$ cat src/rtl/mod_n_seq_counter_pkg.sv
// Shared types, constants and helpers for the modulo-N sequencing counter.
package mod_n_seq_counter_pkg;

  localparam int MOD_BCD   = 10;
  localparam int MOD_HEX   = 16;
  localparam int MAX_WIDTH = 8;

  // PATTERN holds one bit per representable count value.
  function automatic int pattern_w(input int width);
    return 32'sd1 << width;
  endfunction

  // Modulo-N step in either direction.
  // Evaluated at the widest supported count width; callers truncate to their own width.
  function automatic logic [MAX_WIDTH-1:0] next_cnt(input logic [MAX_WIDTH-1:0] cnt,
                                                    input logic                 up,
                                                    input int                   modulus);
    logic [MAX_WIDTH-1:0] last;
    last = MAX_WIDTH'(modulus - 32'sd1);
    if (up) begin
      next_cnt = (cnt == last) ? {MAX_WIDTH{1'b0}} : cnt + MAX_WIDTH'(1);
    end else begin
      next_cnt = (cnt == {MAX_WIDTH{1'b0}}) ? last : cnt - MAX_WIDTH'(1);
    end
  endfunction

endpackage

$ cat src/rtl/mod_n_seq_counter_if.sv
// Control and status bundle between a counter stage and whatever drives it.
interface mod_n_seq_counter_if #(
  parameter int WIDTH  = 4,
  parameter int WRAP_W = 8
);
  logic              EN;
  logic              UP_DN;
  logic              LOAD;
  logic [WIDTH-1:0]  LOAD_VAL;
  logic [WIDTH-1:0]  CNT;
  logic              SEQ_OUT;
  logic              TC;
  logic [WRAP_W-1:0] WRAPS;
  logic              LOAD_ERR;

  modport master (
    output EN, UP_DN, LOAD, LOAD_VAL,
    input  CNT, SEQ_OUT, TC, WRAPS, LOAD_ERR
  );

  modport slave (
    input  EN, UP_DN, LOAD, LOAD_VAL,
    output CNT, SEQ_OUT, TC, WRAPS, LOAD_ERR
  );
endinterface

$ cat src/rtl/mod_n_seq_counter_core.sv
// Count register with load/enable priority and terminal-count detection.
module mod_n_seq_counter_core
  import mod_n_seq_counter_pkg::*;
#(
  parameter int WIDTH   = 4,
  parameter int MODULUS = MOD_BCD
) (
  input  logic             clk,
  input  logic             rst,
  input  logic             en,
  input  logic             up_dn,
  input  logic             load,
  input  logic [WIDTH-1:0] load_val,
  output logic [WIDTH-1:0] cnt,
  output logic [WIDTH-1:0] cnt_next,
  output logic             tc,
  output logic             load_bad
);

  localparam logic [WIDTH-1:0] LAST = WIDTH'(MODULUS - 1);

  logic [WIDTH-1:0] cnt_r;
  logic [WIDTH-1:0] cnt_next_s;
  logic             in_range_s;
  logic             at_end_s;
  logic             tc_s;

  // Next-state selection, priority reset > load > enable > hold.
  always_comb begin
    in_range_s = (32'(load_val) < 32'(MODULUS));
    at_end_s   = up_dn ? (cnt_r == LAST) : (cnt_r == {WIDTH{1'b0}});
    tc_s       = en & ~load & ~rst & at_end_s;
    if (rst) begin
      cnt_next_s = {WIDTH{1'b0}};
    end else if (load) begin
      if (in_range_s) begin
        cnt_next_s = load_val;
      end else begin
        cnt_next_s = {WIDTH{1'b0}};
      end
    end else if (en) begin
      cnt_next_s = WIDTH'(next_cnt(MAX_WIDTH'(cnt_r), up_dn, MODULUS));
    end else begin
      cnt_next_s = cnt_r;
    end
  end

  // Count register.
  always_ff @(posedge clk) begin
    cnt_r <= cnt_next_s;
  end

  assign cnt      = cnt_r;
  assign cnt_next = cnt_next_s;
  assign tc       = tc_s;
  assign load_bad = load & ~rst & ~in_range_s;

endmodule

$ cat src/rtl/mod_n_seq_counter.sv
// Modulo-N up/down counter with per-count sequence bit, wrap counter and load-error flag.
module mod_n_seq_counter
  import mod_n_seq_counter_pkg::*;
#(
  parameter int                            WIDTH   = 4,
  parameter int                            MODULUS = MOD_BCD,
  parameter logic [pattern_w(WIDTH)-1:0]   PATTERN = 16'h003F,
  parameter int                            WRAP_W  = 8
) (
  input  logic               CLK,
  input  logic               RST,
  mod_n_seq_counter_if.slave bus
);

  if (WIDTH < 2 || WIDTH > MAX_WIDTH) begin : g_bad_width
    $error("mod_n_seq_counter: WIDTH out of range");
  end
  if (MODULUS < 2 || MODULUS > pattern_w(WIDTH)) begin : g_bad_modulus
    $error("mod_n_seq_counter: MODULUS out of range");
  end

  logic [WIDTH-1:0]  cnt_s;
  logic [WIDTH-1:0]  cnt_next_s;
  logic              tc_s;
  logic              load_bad_s;
  logic              seq_r;
  logic [WRAP_W-1:0] wraps_r;
  logic              load_err_r;

  mod_n_seq_counter_core #(
    .WIDTH   (WIDTH),
    .MODULUS (MODULUS)
  ) u_core (
    .clk      (CLK),
    .rst      (RST),
    .en       (bus.EN),
    .up_dn    (bus.UP_DN),
    .load     (bus.LOAD),
    .load_val (bus.LOAD_VAL),
    .cnt      (cnt_s),
    .cnt_next (cnt_next_s),
    .tc       (tc_s),
    .load_bad (load_bad_s)
  );

  // SEQ_OUT looks up the next count so it lands on the same edge as CNT.
  always_ff @(posedge CLK) begin
    if (RST) begin
      seq_r      <= PATTERN[0];
      wraps_r    <= {WRAP_W{1'b0}};
      load_err_r <= 1'b0;
    end else begin
      seq_r <= PATTERN[cnt_next_s];
      if (tc_s) begin
        wraps_r <= wraps_r + WRAP_W'(1);
      end else begin
        wraps_r <= wraps_r;
      end
      if (load_bad_s) begin
        load_err_r <= 1'b1;
      end else begin
        load_err_r <= load_err_r;
      end
    end
  end

  assign bus.CNT      = cnt_s;
  assign bus.SEQ_OUT  = seq_r;
  assign bus.TC       = tc_s;
  assign bus.WRAPS    = wraps_r;
  assign bus.LOAD_ERR = load_err_r;

endmodule

$ cat src/flat_wrapper.sv
// flat-port wrapper written by rule: the top's interface ports become plain ports
module mod_n_seq_counter_flat import mod_n_seq_counter_pkg::*;
#(
  parameter int                            WIDTH   = 4,
  parameter int                            MODULUS = MOD_BCD,
  parameter logic [pattern_w(WIDTH)-1:0]   PATTERN = 16'h003F,
  parameter int                            WRAP_W  = 8
)
  (CLK, RST, bus_EN, bus_UP_DN, bus_LOAD, bus_LOAD_VAL, bus_CNT, bus_SEQ_OUT, bus_TC, bus_WRAPS, bus_LOAD_ERR);
  mod_n_seq_counter_if #(.WIDTH(WIDTH), .WRAP_W(WRAP_W)) bus_i ();
  input  logic CLK;
  input  logic RST;
  input wire logic [$bits(bus_i.EN)-1:0] bus_EN;
  input wire logic [$bits(bus_i.UP_DN)-1:0] bus_UP_DN;
  input wire logic [$bits(bus_i.LOAD)-1:0] bus_LOAD;
  input wire logic [$bits(bus_i.LOAD_VAL)-1:0] bus_LOAD_VAL;
  output wire logic [$bits(bus_i.CNT)-1:0] bus_CNT;
  output wire logic [$bits(bus_i.SEQ_OUT)-1:0] bus_SEQ_OUT;
  output wire logic [$bits(bus_i.TC)-1:0] bus_TC;
  output wire logic [$bits(bus_i.WRAPS)-1:0] bus_WRAPS;
  output wire logic [$bits(bus_i.LOAD_ERR)-1:0] bus_LOAD_ERR;
  assign bus_i.EN = bus_EN;
  assign bus_i.UP_DN = bus_UP_DN;
  assign bus_i.LOAD = bus_LOAD;
  assign bus_i.LOAD_VAL = bus_LOAD_VAL;
  assign bus_CNT = bus_i.CNT;
  assign bus_SEQ_OUT = bus_i.SEQ_OUT;
  assign bus_TC = bus_i.TC;
  assign bus_WRAPS = bus_i.WRAPS;
  assign bus_LOAD_ERR = bus_i.LOAD_ERR;
  mod_n_seq_counter #(.WIDTH(WIDTH), .MODULUS(MODULUS), .PATTERN(PATTERN), .WRAP_W(WRAP_W)) u_core (.CLK(CLK), .RST(RST), .bus(bus_i));
endmodule
$ cat config.mk
export PLATFORM = sky130hd
export DESIGN_NAME = mod_n_seq_counter_flat
export DESIGN_NICKNAME = d
export VERILOG_FILES = /design/src/rtl/mod_n_seq_counter_pkg.sv /design/src/rtl/mod_n_seq_counter_if.sv /design/src/rtl/mod_n_seq_counter_core.sv /design/src/rtl/mod_n_seq_counter.sv /design/src/flat_wrapper.sv
export SDC_FILE = /design/constraint.sdc
export NUM_CORES = 1
export LEC_CHECK = 0
export CAP_MARGIN = 20
export CORE_UTILIZATION = 60
export DETAILED_ROUTE_END_ITERATION = 12
export DONT_BUFFER_PORTS = 1
export PLACE_DENSITY_LB_ADDON = 0.25
export SYNTH_ARGS = -nofsm -noshare
export SYNTH_HDL_FRONTEND = slang
export SYNTH_SLANG_ARGS = --single-unit
$ cat constraint.sdc
create_clock -name CLK -period 2.33 [get_ports CLK]
set_clock_uncertainty 0.15 [all_clocks]
set_input_delay 0.5825 -clock CLK [delete_from_list [all_inputs] [get_ports CLK]]
set_output_delay 0.5825 -clock CLK [all_outputs]
set_load 0.1 [all_outputs]
; After elaboration in Yosys (flattened, before gate mapping)
; Memories as Yosys holds them, arrays and structs flattened. A register that Yosys moved wholly into a read port is not among the register bits.
; Index checks and enable logic that the tools add are counted.
[word_totals]
regBits = 13
mem_bits_ro = 16
output_inout_bits = 15
word_cells = 26
mem_count = 1
[mem_list]
columns = memory, words, width, rd, rd_ports_with_merged_regs, wr, line
row1 = (no name shown), 16, 1, 1, 1, 0, mod_n_seq_counter.sv:53  ; seq_r <= PATTERN[cnt_next_s];
[classes]
add_sub_neg = 3
magnitude_cmp = 1
n_eq_ne = 1
n_mux = 8
n_bitwise = 8
reduce_logical = 1
[ops]
columns = operator, count
row1 = 4-bit two-way mux, 7
row2 = "8-bit by 1-bit adder with 8-bit output, second input constant", 1
row3 = 1-bit AND, 5
row4 = "4-bit by 1-bit adder with 4-bit output, second input constant", 1
row5 = "4-bit equality test, second input constant", 1
row6 = 4-bit zero test, 1
row7 = "4-bit less-than comparator, second input constant", 1
row8 = "4-bit by 1-bit subtractor with 4-bit output, second input constant", 1
row9 = 1-bit inverter, 3
row10 = 1-bit two-way mux, 1

; Longest topological paths before layout
[logic_depth]
ltp_word = 6
mapped_depth = 7

; Hierarchy
; Synthesis repeated with hierarchy kept, for this count alone.
[hier_totals]
cells_unflattened = 93
area_unflattened_um2 = 802.0
[by_module_without_submodules]
columns = mod, n_inst, cells_each, area_per_inst_um2, seq_area_each_um2
row1 = mod_n_seq_counter_core, 1, 50, 404.1, 80.1
row2 = mod_n_seq_counter, 1, 43, 397.9, 200.2

; Least setup slack after synthesis
; OpenSTA, ideal clock, no wires.
[synth_timing]
path_kind = reg-to-output
from = reg u_core.u_core.cnt_r[0], in the netlist u_core.u_core.cnt[0]
to = out bus_TC
arrival_ps = 2722
t_required_ps = 1597
path_slack_ps = -1125
stages_incl_launch_ff = 4
path_buffers = 0
path_cell_list = dfxtp_1 > ha_1 > nand3_1 > a21oi_2
[synth_between]
elab_chain_len = 3
elab_cells_between_ends = 4
classes_between = 1 x eq/ne / 1 x mux / 1 x bitwise / 1 x reduce/logical
[synth_lines]
columns = item, line
row1 = "start, declared", mod_n_seq_counter_core.sv:22  ; logic [WIDTH-1:0] cnt_r;
row2 = "start signal, assigned", mod_n_seq_counter_core.sv:50  ; cnt_r <= cnt_next_s;
row3 = 4-bit equality test or 4-bit zero test (tied branches), mod_n_seq_counter_core.sv:31  ; at_end_s = up_dn ? (cnt_r == LAST) : (cnt_r == {WIDTH{1'b0}});
row4 = 1-bit two-way mux *, mod_n_seq_counter_core.sv:31
row5 = 1-bit AND *, mod_n_seq_counter_core.sv:32  ; tc_s = en & ~load & ~rst & at_end_s;
row6 = "end, declared", flat_wrapper.sv:19  ; output wire logic [$bits(bus_i.TC)-1:0] bus_TC;
; Every way passes the cells marked *; elsewhere a longest branch is shown, timed or not.

; Worst setup path in the final report
; Ends and elaborated chain as after synthesis.

==> impl_metrics.py <==
metrics = {
    "run_status": {
        "status": "finished, violations left",
        "violations": "setup timing",
    },
    "finish": {
        "insertedDiodeCount": 0,
        "multi_input_area_sq_um": 608,
        "mostFrequentLayoutCell": "buf_4",
        "areaGrowthSynthToFinish_pct": 27.5,
        "fill_cells": 68,
        "register_area_sq_um": 295,
        "nets": 138,
        "layout-drive-gt1-share_pct": 34.7,
        "layout_common_cells": "22 x buf_4, 10 x dfxtp_1, 9 x nor2_1, 7 x nand2_1, 6 x xnor2_1",
    },
    "setup_path": {
        "critical_path_arrival_ns": 1.60,
        "end_kind": "output port",
        "reg2reg_from": "u_core.u_core.cnt[0]$_SDFFE_PP0P_",
        "path_max_fanout": 5,
        "worstSetupPathType": "reg2out",
        "crit_start": "u_core.u_core.cnt[0]$_SDFFE_PP0P_",
        "worstPathRequired_ns": 1.60,
        "start_kind": "register",
    },
    "floorplan": {
        "die_area_sq_um": 1690,
        "die_w_um": 41.1,
        "die_h_um": 41.1,
        "rows": 13,
        "start_util_pct": 67.0,
        "fp.coreArea_sq_um": 1370,
        "ios": 24,
    },
    "place": {
        "post-dp-hpwl_um": 1500,
        "gp_congestion": 1.01,
        "io_buffer_count": 0,
        "pre_cts_ws_ns": 0.128,
    },
    "synth": {
        "synthArstFlopShare_pct": 0,
        "syn_nets": 116,
        "synth_flop_cell": "dfxtp_1",
        "synth_edf_count": 0,
        "syn_inst": 103,
        "synth.distinct_cells": 35,
        "ys_seq_elements": 14,
        "synth_area_leader_cell": "dfxtp_1",
        "syn_avg_cell_area_sq_um": 8.89,
        "netlist_area_sq_um": 916,
        "synth_largest_type_area_fraction_pct": 30.6,
        "yosys_warnings": 0,
        "synth_area_leaders": "dfxtp_1 31%, a2111oi_4 6.0%, xnor2_1 5.7%",
        "ys_seq_area_share_pct": 30.6,
    },
    "detailed_routing": {
        "drt_pass1_iterations": 4,
        "vias": 853,
        "ant_nets": 0,
        "routed_via_density": 6.14,
        "drc": 0,
        "wirelength_um": 2060,
        "wl_per_cell_um": 14.8,
        "drt_iter0_markers": 32,
    },
    "grt": {
        "antenna_found_initial": 0,
        "grt_max_degree": 15,
        "grt.overflow.total": 0,
        "grt_pass1_wl_um": 3140,
        "grt_usage_pct": 29.9,
        "grt_pass1_vias": 708,
    },
    "timing": {
        "rsz0062_at_grt": "true",
        "finalSetupTns_ns": -0.00168,
        "max_freq_ghz": 0.429,
        "setup-violations-final": 1,
        "slew_headroom_pct": 72.9,
        "final-hold-violation-count": 0,
        "tightest_slew_ns": 0.406,
        "finalMaxSlewViolations": 0,
        "fin_crit_sh_pct": 100,
        "finalCriticalPeriod_ns": 2.33,
        "worst_slack_ns": -0.00168,
    },
    "clocking": {
        "clk_pin_slew_worst_paths_ns": 0.08,
        "cts-buffers-inserted": 3,
        "clk_root_buffer_cell": "clkbuf_4",
        "clkSinkCount": 14,
        "h-tree-depth": 1,
        "clkLatencyLatePin_ns": 0.29,
        "cts_buffer_depth": 2,
        "cts_tree": "yes",
    },
    "hold_path": {
        "min_path_type": "in2reg",
        "worstHoldStart": "RST",
    },
    "job": {
        "drv_cap": 0,
    },
    "pwr": {
        "vdd_drop_max_v": 0.000406,
        "design_power_total_mw": 0.615,
        "p_leak_nw": 0.438,
        "powerDensity_nw_per_um2": 527,
    },
}
-- cells in the mapped netlist (all sizes together), types with 3 or more instances --
cell type and instances:
inv 5, nand2 7, nand3 4, nor2 9, a211oi 3, o21ai 4
a2111oi 4, ha 4, dfxtp 14, xnor2 6, buf 4, a21oi 4
nor2b 3, nand2b 5, nor3 4
-- routing by layer --
layer / up-vias / GRT usage [%] / share of wire [%]
met5: - / 0 / 0
met4: 0 / 20.0 / 3.3
met3: 9 / 6.52 / 7.6
met2: 47 / 42.6 / 46
met1: 382 / 39.6 / 43
li1: 415 / - / -
-- critical path, stage by stage (launching register included) --
cell     delay, ns
dfxtp_4       0.36
inv_4         0.06
ha_4          0.13
or3b_4        0.40
a21oi_4       0.17
buf_12        0.19
-- flip-flops by register name (all words and copies together) (netlist names) --
name / cells
u_core.bus.SEQ_OUT: 1
u_core.bus.LOAD_ERR: 1
u_core.bus.WRAPS: 8
u_core.u_core.cnt: 4
-- worst paths after layout --
kind / end / slack [ns] / cells after the start
worst min register to register: u_core.bus.WRAPS[4]$_SDFFE_PP0P_ / 0.47 / 2
worst max-delay path: bus_TC / -0.002 / 5
worst min-delay path: u_core.bus.LOAD_ERR$_SDFFE_PP0P_ / 0.20 / 1
worst max register to register: u_core.bus.WRAPS[5]$_SDFFE_PP0P_ / 0.35 / 7
-- report_power, final --
part | leakage (nW) | internal, mW | total (mW) | switching, mW
Clock | 0.0210 | 0.0953 | 0.176 | 0.0805
Combinational | 0.301 | 0.0596 | 0.183 | 0.123
Sequential | 0.117 | 0.248 | 0.257 | 0.00932
-- stage by stage --
stage | cell area [sq um] | utilization (%) | hold WS (ns) | cells
3_3_place_gp | 1090 | 79.5 | 0.423 | 130
4_1_cts | 1140 | 83.4 | 0.197 | 136
3_5_place_dp | 1090 | 79.5 | 0.436 | 130
5_1_grt | 1170 | 85.4 | 0.188 | 139
6_report | 1170 | 85.4 | 0.202 | 139
2_1_floorplan | 966 | - | 0.583 | 103
-- layout make-up --
class,instances,share of cell area [%]
tap,15,1.61
clock buffer,4,3.11
timing repair buffer,23,15.9
sequential,14,25.3
inverter,5,2.04
multi-input combinational,78,52.1
-- cell families after synthesis --
group / Yosys count / share of synthesized area [%]
simple gates: 39 / 22.3
mux: 1 / 1.23
compound gates: 26 / 26.4
xor+xnor: 8 / 7.65
fa+ha+maj: 4 / 5.46
buf+inv: 11 / 6.42
flops: 14 / 30.6
-- timing repair --
item,CTS,global route
hold buffers,0,0
resized for setup,1,2
pin swaps,2,2
gates cloned,0,0
setup buffers,2,3
setup endpoints to repair,1,1
Power figures use the tool's default switching activity.
